[config.mk]
export PLATFORM = sky130hd
export DESIGN_NAME = dequant_writer_flat
export DESIGN_NICKNAME = d
export VERILOG_FILES = /design/src/rtl/dequant_writer_if.sv /design/src/rtl/dequant_writer.sv /design/src/flat_wrapper.sv
export SDC_FILE = /design/constraint.sdc
export NUM_CORES = 1
export LEC_CHECK = 0
export CORE_MARGIN = 1
export CORE_UTILIZATION = 45
export DETAILED_ROUTE_END_ITERATION = 16
export GPL_ROUTABILITY_DRIVEN = 1
export PLACE_DENSITY = 0.66
export SYNTH_ARGS = -nofsm -noshare
export SYNTH_HDL_FRONTEND = slang
export SYNTH_SLANG_ARGS = --single-unit
[constraint.sdc]
create_clock -name Clock -period 7.34 [get_ports Clock]
set_input_delay 1.468 -clock Clock [delete_from_list [all_inputs] [get_ports Clock]]
set_output_delay 1.468 -clock Clock [all_outputs]
set_load 0.02 [all_outputs]
[src/rtl/dequant_writer_if.sv]
// ---------------------------------------------------------------------------
// dequant_writer_if
// Groups the coefficient handshake from the upstream decoder and the SRAM
// write bus driven by the dequantizer.
//   coeff_valid / coeff_data / coeff_ready : quantized coefficient stream
//   SRAM_address / SRAM_write_data / SRAM_we_n : SRAM write port (we active-low)
// master : dequant_writer side (accepts coefficients, drives SRAM)
// slave  : environment side (drives coefficients, observes SRAM)
// ---------------------------------------------------------------------------
interface dequant_writer_if;
  logic        coeff_valid;
  logic [15:0] coeff_data;
  logic        coeff_ready;
  logic [17:0] SRAM_address;
  logic [15:0] SRAM_write_data;
  logic        SRAM_we_n;

  modport master (
    input  coeff_valid,
    input  coeff_data,
    output coeff_ready,
    output SRAM_address,
    output SRAM_write_data,
    output SRAM_we_n
  );

  modport slave (
    output coeff_valid,
    output coeff_data,
    input  coeff_ready,
    input  SRAM_address,
    input  SRAM_write_data,
    input  SRAM_we_n
  );
endinterface

[src/rtl/dequant_writer.sv]
// ---------------------------------------------------------------------------
// dequant_writer
// Dequantizes one frame of zig-zag ordered coefficients (Y, U, V segments of
// 8x8 blocks) by a position-dependent left shift and writes them, in raster
// position, to the pre-IDCT SRAM region.
//   Clock    : system clock, rising edge
//   Resetn   : asynchronous active-low reset
//   Enable   : start pulse, honoured only in IDLE
//   Q_select : shift table select, captured with Enable
//   Done     : one-cycle pulse after the last write of the frame
//   bus      : coefficient handshake + SRAM write port (master side)
//
// state | meaning
// IDLE  | waiting for Enable
// RUN   | accepting coefficients, one SRAM write per transfer
// FLUSH | last write of the frame on the SRAM bus
// DONE  | Done pulse
// ---------------------------------------------------------------------------
module dequant_writer (
  input  logic             Clock,
  input  logic             Resetn,
  input  logic             Enable,
  input  logic             Q_select,
  output logic             Done,
  dequant_writer_if.master bus
);

  typedef enum logic [1:0] {S_IDLE, S_RUN, S_FLUSH, S_DONE} state_t;

  // zig-zag index k -> natural index r*8+c
  localparam logic [5:0] ZIGZAG [64] = '{
     0,  1,  8, 16,  9,  2,  3, 10, 17, 24, 32, 25, 18, 11,  4,  5,
    12, 19, 26, 33, 40, 48, 41, 34, 27, 20, 13,  6,  7, 14, 21, 28,
    35, 42, 49, 56, 57, 50, 43, 36, 29, 22, 15, 23, 30, 37, 44, 51,
    58, 59, 52, 45, 38, 31, 39, 46, 53, 60, 61, 54, 47, 55, 62, 63
  };

  state_t      state_q, state_d;
  logic [5:0]  k_q, k_d;
  logic [5:0]  col_q, col_d;
  logic [4:0]  row_q, row_d;
  logic [1:0]  seg_q, seg_d;
  logic        qsel_q, qsel_d;
  logic [17:0] addr_q, addr_d;
  logic [15:0] data_q, data_d;
  logic        we_n_q, we_n_d;

  logic        ready, xfer, start;
  logic        last_col, last_row, last_coeff;
  logic [5:0]  nat;
  logic [2:0]  r, c;
  logic [3:0]  s;
  logic [2:0]  shamt;
  logic [7:0]  line;
  logic [17:0] line_w, row_off, col_off, seg_base, addr_calc;
  logic [15:0] data_calc;

  // ---------------- FSM: state register ----------------
  always_ff @(posedge Clock or negedge Resetn) begin
    if (!Resetn) state_q <= S_IDLE;
    else         state_q <= state_d;
  end

  // ---------------- FSM: next state ----------------
  always_comb begin
    state_d = state_q;
    case (state_q)
      S_IDLE:  if (Enable) state_d = S_RUN;
      S_RUN:   if (xfer && last_coeff) state_d = S_FLUSH;
      S_FLUSH: state_d = S_DONE;
      S_DONE:  state_d = S_IDLE;
      default: state_d = S_IDLE;
    endcase
  end

  // ---------------- FSM: outputs ----------------
  always_comb begin
    ready = (state_q == S_RUN);
    Done  = (state_q == S_DONE);
  end

  assign xfer  = ready & bus.coeff_valid;
  assign start = (state_q == S_IDLE) & Enable;

  assign last_col   = (seg_q == 2'd0) ? (col_q == 6'd39) : (col_q == 6'd19);
  assign last_row   = (row_q == 5'd29);
  assign last_coeff = (seg_q == 2'd2) & last_row & last_col & (k_q == 6'd63);

  // ---------------- position and shift ----------------
  assign nat = ZIGZAG[k_q];
  assign r   = nat[5:3];
  assign c   = nat[2:0];
  assign s   = {1'b0, r} + {1'b0, c};

  always_comb begin
    shamt = 3'd3;
    if (!qsel_q) begin
      case (s)
        4'd0:       shamt = 3'd3;
        4'd1:       shamt = 3'd2;
        4'd2, 4'd3: shamt = 3'd3;
        4'd4, 4'd5: shamt = 3'd4;
        4'd6, 4'd7: shamt = 3'd5;
        default:    shamt = 3'd6;
      endcase
    end else begin
      case (s)
        4'd0:             shamt = 3'd3;
        4'd1, 4'd2, 4'd3: shamt = 3'd1;
        4'd4, 4'd5:       shamt = 3'd2;
        4'd6, 4'd7:       shamt = 3'd3;
        default:          shamt = 3'd4;
      endcase
    end
  end

  // Left shift of the 16-bit word; upper bits fall off (wrap, no saturation).
  assign data_calc = bus.coeff_data << shamt;

  // Line width is 320 for Y and 160 for U/V, built from two shifts each.
  assign line    = {row_q, 3'b000} + {5'd0, r};
  assign line_w  = {10'd0, line};
  assign row_off = (seg_q == 2'd0) ? ((line_w << 8) + (line_w << 6))
                                   : ((line_w << 7) + (line_w << 5));
  assign col_off = {9'd0, col_q, 3'b000} + {15'd0, c};

  always_comb begin
    case (seg_q)
      2'd0:    seg_base = 18'd76800;
      2'd1:    seg_base = 18'd153600;
      2'd2:    seg_base = 18'd192000;
      default: seg_base = 18'd0;
    endcase
  end

  assign addr_calc = seg_base + row_off + col_off;

  // ---------------- counters and write register ----------------
  always_comb begin
    k_d    = k_q;
    col_d  = col_q;
    row_d  = row_q;
    seg_d  = seg_q;
    qsel_d = qsel_q;
    if (start) begin
      k_d    = 6'd0;
      col_d  = 6'd0;
      row_d  = 5'd0;
      seg_d  = 2'd0;
      qsel_d = Q_select;
    end else if (xfer) begin
      if (k_q == 6'd63) begin
        k_d = 6'd0;
        if (last_col) begin
          col_d = 6'd0;
          if (last_row) begin
            row_d = 5'd0;
            // Steps to 3 after the final block; cleared again on the next start.
            seg_d = seg_q + 2'd1;
          end else begin
            row_d = row_q + 5'd1;
          end
        end else begin
          col_d = col_q + 6'd1;
        end
      end else begin
        k_d = k_q + 6'd1;
      end
    end
  end

  always_comb begin
    we_n_d = ~xfer;
    addr_d = xfer ? addr_calc : addr_q;
    data_d = xfer ? data_calc : data_q;
  end

  always_ff @(posedge Clock or negedge Resetn) begin
    if (!Resetn) begin
      k_q    <= 6'd0;
      col_q  <= 6'd0;
      row_q  <= 5'd0;
      seg_q  <= 2'd0;
      qsel_q <= 1'b0;
      addr_q <= 18'd0;
      data_q <= 16'd0;
      we_n_q <= 1'b1;
    end else begin
      k_q    <= k_d;
      col_q  <= col_d;
      row_q  <= row_d;
      seg_q  <= seg_d;
      qsel_q <= qsel_d;
      addr_q <= addr_d;
      data_q <= data_d;
      we_n_q <= we_n_d;
    end
  end

  assign bus.coeff_ready     = ready;
  assign bus.SRAM_address    = addr_q;
  assign bus.SRAM_write_data = data_q;
  assign bus.SRAM_we_n       = we_n_q;

endmodule

[src/flat_wrapper.sv]
// flat-port wrapper written by rule: the top's interface ports become plain ports
module dequant_writer_flat 
  (Clock, Resetn, Enable, Q_select, Done, bus_coeff_valid, bus_coeff_data, bus_coeff_ready, bus_SRAM_address, bus_SRAM_write_data, bus_SRAM_we_n);
  dequant_writer_if bus_i ();
  input  logic Clock;
  input  logic Resetn;
  input  logic Enable;
  input  logic Q_select;
  output logic Done;
  input wire logic [$bits(bus_i.coeff_valid)-1:0] bus_coeff_valid;
  input wire logic [$bits(bus_i.coeff_data)-1:0] bus_coeff_data;
  output wire logic [$bits(bus_i.coeff_ready)-1:0] bus_coeff_ready;
  output wire logic [$bits(bus_i.SRAM_address)-1:0] bus_SRAM_address;
  output wire logic [$bits(bus_i.SRAM_write_data)-1:0] bus_SRAM_write_data;
  output wire logic [$bits(bus_i.SRAM_we_n)-1:0] bus_SRAM_we_n;
  assign bus_i.coeff_valid = bus_coeff_valid;
  assign bus_i.coeff_data = bus_coeff_data;
  assign bus_coeff_ready = bus_i.coeff_ready;
  assign bus_SRAM_address = bus_i.SRAM_address;
  assign bus_SRAM_write_data = bus_i.SRAM_write_data;
  assign bus_SRAM_we_n = bus_i.SRAM_we_n;
  dequant_writer u_core (.Clock(Clock), .Resetn(Resetn), .Enable(Enable), .Q_select(Q_select), .Done(Done), .bus(bus_i));
endmodule
==> results.md <==
* Worst setup path category: flip-flop to flip-flop
* Slew margin rel. at 0.319
* Post-route standard cell area excluding fillers at about 6000 um2
* Number of nets in the finished design at about 730
* Clock tree root buffer cell: sky130_fd_sc_hd__clkbuf_16
* Cell types with the largest area share after synthesis: sky130_fd_sc_hd__dfrtp_1 27%, sky130_fd_sc_hd__ha_1 12%, sky130_fd_sc_hd__nand2_1 4.8%
* Number of standard-cell rows in the floorplan at 38
* Max FO, Critical Path at 19
* Die boundary height at 109 um
* Via count at 4846
* Part of the Yosys area used for sequential elements at 0.275
* Total GRT Usage at 0.255
* Final cell count without fillers at around 800
* Post-synthesis cell type count at 73
* Largest net degree at the start of global routing at 58
* Port-buffer cells at between 50 and 60
* Die width at between 100 and 150 um
* Aggregate global routing overflow at 0
* Max H-tree Level at 3
* Area used by multi-input combinational logic at 3500 um2
* Crit path capture: u_core.bus.SRAM_write_data[9]$_DFFE_PN0P_
* TritonCTS clock tree: built
* Number of buffers inserted by post-CTS setup repair at 0
* Post-Synthesis Cells at slightly above 600
* Starting utilization of the core area at 0.471
* Post-DRT Antenna Nets at 0
* Initial antenna violation count at 0
* FF+latch count, synth at 57
* Worst-case clock buffer depth at 2
* Io pins at 58
* Final min period at 5640 ps
* Post-Syn Area at between 5000 and 6000 um2
* Initial DRT Pass Iterations at 5
* Gates resized, CTS repair at 0
* Placed Cells incl. Taps at 781
* Element type at the critical path start: flip-flop
* Die outline area at 12000 um2
* Antenna diode instance count at 0
* CP endpoint kind: flip-flop
* Via count of the first global-routing pass at 4769
* Area inside the core boundary at 11000 um2
* Warnings, synthesis at 0
* HPWL Detailed at ~10 mm
* Clock Latency Late Sink at roughly 340 ps
* Commonest non-fill, non-tap cell in the layout: sky130_fd_sc_hd__nand2_1
* Final hold viol count at 0
* Dominant cell type by area after synthesis: sky130_fd_sc_hd__dfrtp_1
* R2R Path Start: u_core.k_q[0]$_DFFE_PN0P_
* Cells on Worst Hold Path at 2
* End of the worst register-to-register path: u_core.bus.SRAM_write_data[9]$_DFFE_PN0P_
* Final-report max-slew violation count at 0
* DRC errors left at 0
* Outcome: finished clean
* Syn Area/Cell at 8.47 um2
* Share of the core filled with cells at 0.556
* Number of failing setup endpoints in the final timing report at 0
* Slew @ Worst Pin at 1020 ps
* Hold Path Class: flip-flop to flip-flop
* Async SR Flop Fraction at 1.00
* Post-synth EDFFs at 0
* Area Growth Syn to Fin at 18.1%
* CP Data Required Time at 7550 ps
* Total of fill cells in the finished design at between 1000 and 1500
* Unrepaired setup endpoints after global routing: false
* Routed wire length per instance at 18.0 um
* Clock sinks at 57
* Final weighted congestion in routability-driven placement at 0.899
* Footprint of the flip-flops and latches at 1430 um2
* Total Negative Setup Slacks at 0 ps
* Tcrit/Tclk final at 0.769
* Area after DPL at between 5000 and 6000 um2
* Quantity of hold-fixing buffers added after cts at 0
* Clock input transition at the sequential cells of the worst setup and hold paths at 60 ps
* Maxcap violations at 0
* Post-detailed-route via-to-cell ratio at 6.08
* Clock skew at between 6 and 7 ps
* Maximum operating frequency at between 0.15 and 0.2 GHz
* First-pass GRT wire length at between 20 and 25 mm
* Share of the synthesized area in the top cell type at 0.270
* Wirelength, routed at around 14 mm
* Startpoint of the worst setup timing path: u_core.k_q[0]$_DFFE_PN0P_
* Data arrival time of the critical path at between 5000 and 6000 ps
* Count of routing violations after the opening detailed-route iteration at 299
* Flip-flop cell with the highest count after synthesis: sky130_fd_sc_hd__dfrtp_1
* Layout cell share with drive strength beyond 1 at 0.0685
* Net count of the mapped netlist at around 700
* Num CTS Buffers at 9
* Setup slack, reg-to-reg at about 1700 ps
* Worst reg2reg path depth at 15
* Highest-count cells in the layout ignoring fill and taps: 66 x sky130_fd_sc_hd__nand2_1, 56 x sky130_fd_sc_hd__clkdlybuf4s50_1, 56 x sky130_fd_sc_hd__dfrtp_1
worst min path at each step:
| stage | start | to | slack, ps |
|---|---|---|---|
| after floorplan | u_core.col_q[1]$_DFFE_PN0P_ | u_core.bus.SRAM_address[4]$_DFFE_PN0P_ | 480 |
| after global placement | u_core.bus.SRAM_address[4]$_DFFE_PN0P_ | u_core.bus.SRAM_address[4]$_DFFE_PN0P_ | 470 |
| after detailed placement | u_core.bus.SRAM_address[3]$_DFFE_PN0P_ | u_core.bus.SRAM_address[3]$_DFFE_PN0P_ | 470 |
| after CTS | u_core.bus.SRAM_address[3]$_DFFE_PN0P_ | u_core.bus.SRAM_address[3]$_DFFE_PN0P_ | 480 |
| after global routing | u_core.bus.SRAM_address[16]$_DFFE_PN0P_ | u_core.bus.SRAM_address[16]$_DFFE_PN0P_ | 510 |
| final | u_core.bus.SRAM_address[3]$_DFFE_PN0P_ | u_core.bus.SRAM_address[3]$_DFFE_PN0P_ | 480 |
critical path, stage by stage, from the launching register on:
cell                       delay (ps)
sky130_fd_sc_hd__dfrtp_1          690
sky130_fd_sc_hd__inv_1            280
sky130_fd_sc_hd__ha_1             470
sky130_fd_sc_hd__nand2b_1         190
sky130_fd_sc_hd__a21boi_0         160
sky130_fd_sc_hd__mux4_2           480
sky130_fd_sc_hd__mux2i_1          300
sky130_fd_sc_hd__ha_1             260
sky130_fd_sc_hd__inv_1             60
sky130_fd_sc_hd__fa_1             600
sky130_fd_sc_hd__nand2b_1         180
sky130_fd_sc_hd__a221oi_2         710
sky130_fd_sc_hd__o32ai_1          260
sky130_fd_sc_hd__a221oi_2         310
sky130_fd_sc_hd__a21oi_1          120
sky130_fd_sc_hd__o41a_1           440
state kept, by name, summed over array words and instances (netlist names):
signal                      flops
u_core.bus.SRAM_address        18
u_core.seg_q                    2
u_core.bus.SRAM_we_n            1
u_core.row_q                    5
u_core.qsel_q                   1
u_core.k_q                      6
u_core.bus.SRAM_write_data     16
u_core.state_q                  2
u_core.col_q                    6
logic make-up (layout without fill, tap and decap cells):
family	count (synthesis)	after routing	synth area share
and+or+nand+nor	194	194	0.176
AOI/OAI and AO/OA	189	189	0.255
buffers and inverters	63	107	0.0511
DFF	57	57	0.275
adders and majority gates	52	52	0.130
xor gates and xnor gates	32	32	0.0568
muxes	26	26	0.0568
synth_stat cells (all sizes together) (3+ instances only):
cell type	n
a211oi	13
a21o	8
a21oi	40
a221o	5
a221oi	7
a22o	8
a22oi	3
a2bb2oi	3
a31oi	4
and2	7
and3	6
buf	16
clkbuf	20
dfrtp	56
fa	3
ha	49
inv	26
mux2	8
mux2i	16
nand2	66
nand2b	10
nand3	11
nand4	9
nor2	48
nor2b	12
nor3	13
o211ai	3
o21ai	47
o21bai	6
o221ai	4
o22ai	6
o311ai	3
o31ai	4
o32a	4
o32ai	6
or3	5
xnor2	9
xor2	23
through the flow:
stage	setup slack [ps]	hold WS (ps)
after floorplan	2250	480
after global placement	1910	465
after detailed placement	1760	467
after CTS	1730	480
after global routing	1260	507
final	1700	475
area by class of cell:
type	count	share of cell area
well taps	140	0.0285
flip-flops and latches	57	0.233
multi-input cells	493	0.571
inverters	27	0.0165
repair buffers	64	0.101
clock inverters	5	0.0130
clock buffers	11	0.0379
routing by layer:
layer	track usage	up-vias	part of all wire
met5	0	-	0
met4	0.0667	0	0.013
met3	0.0504	15	0.053
met2	0.415	117	0.47
met1	0.345	2394	0.46
li1	-	2320	-
Power is not shown: default switching activity piles up to over one toggle a cycle in this logic, so the estimate is an artifact.
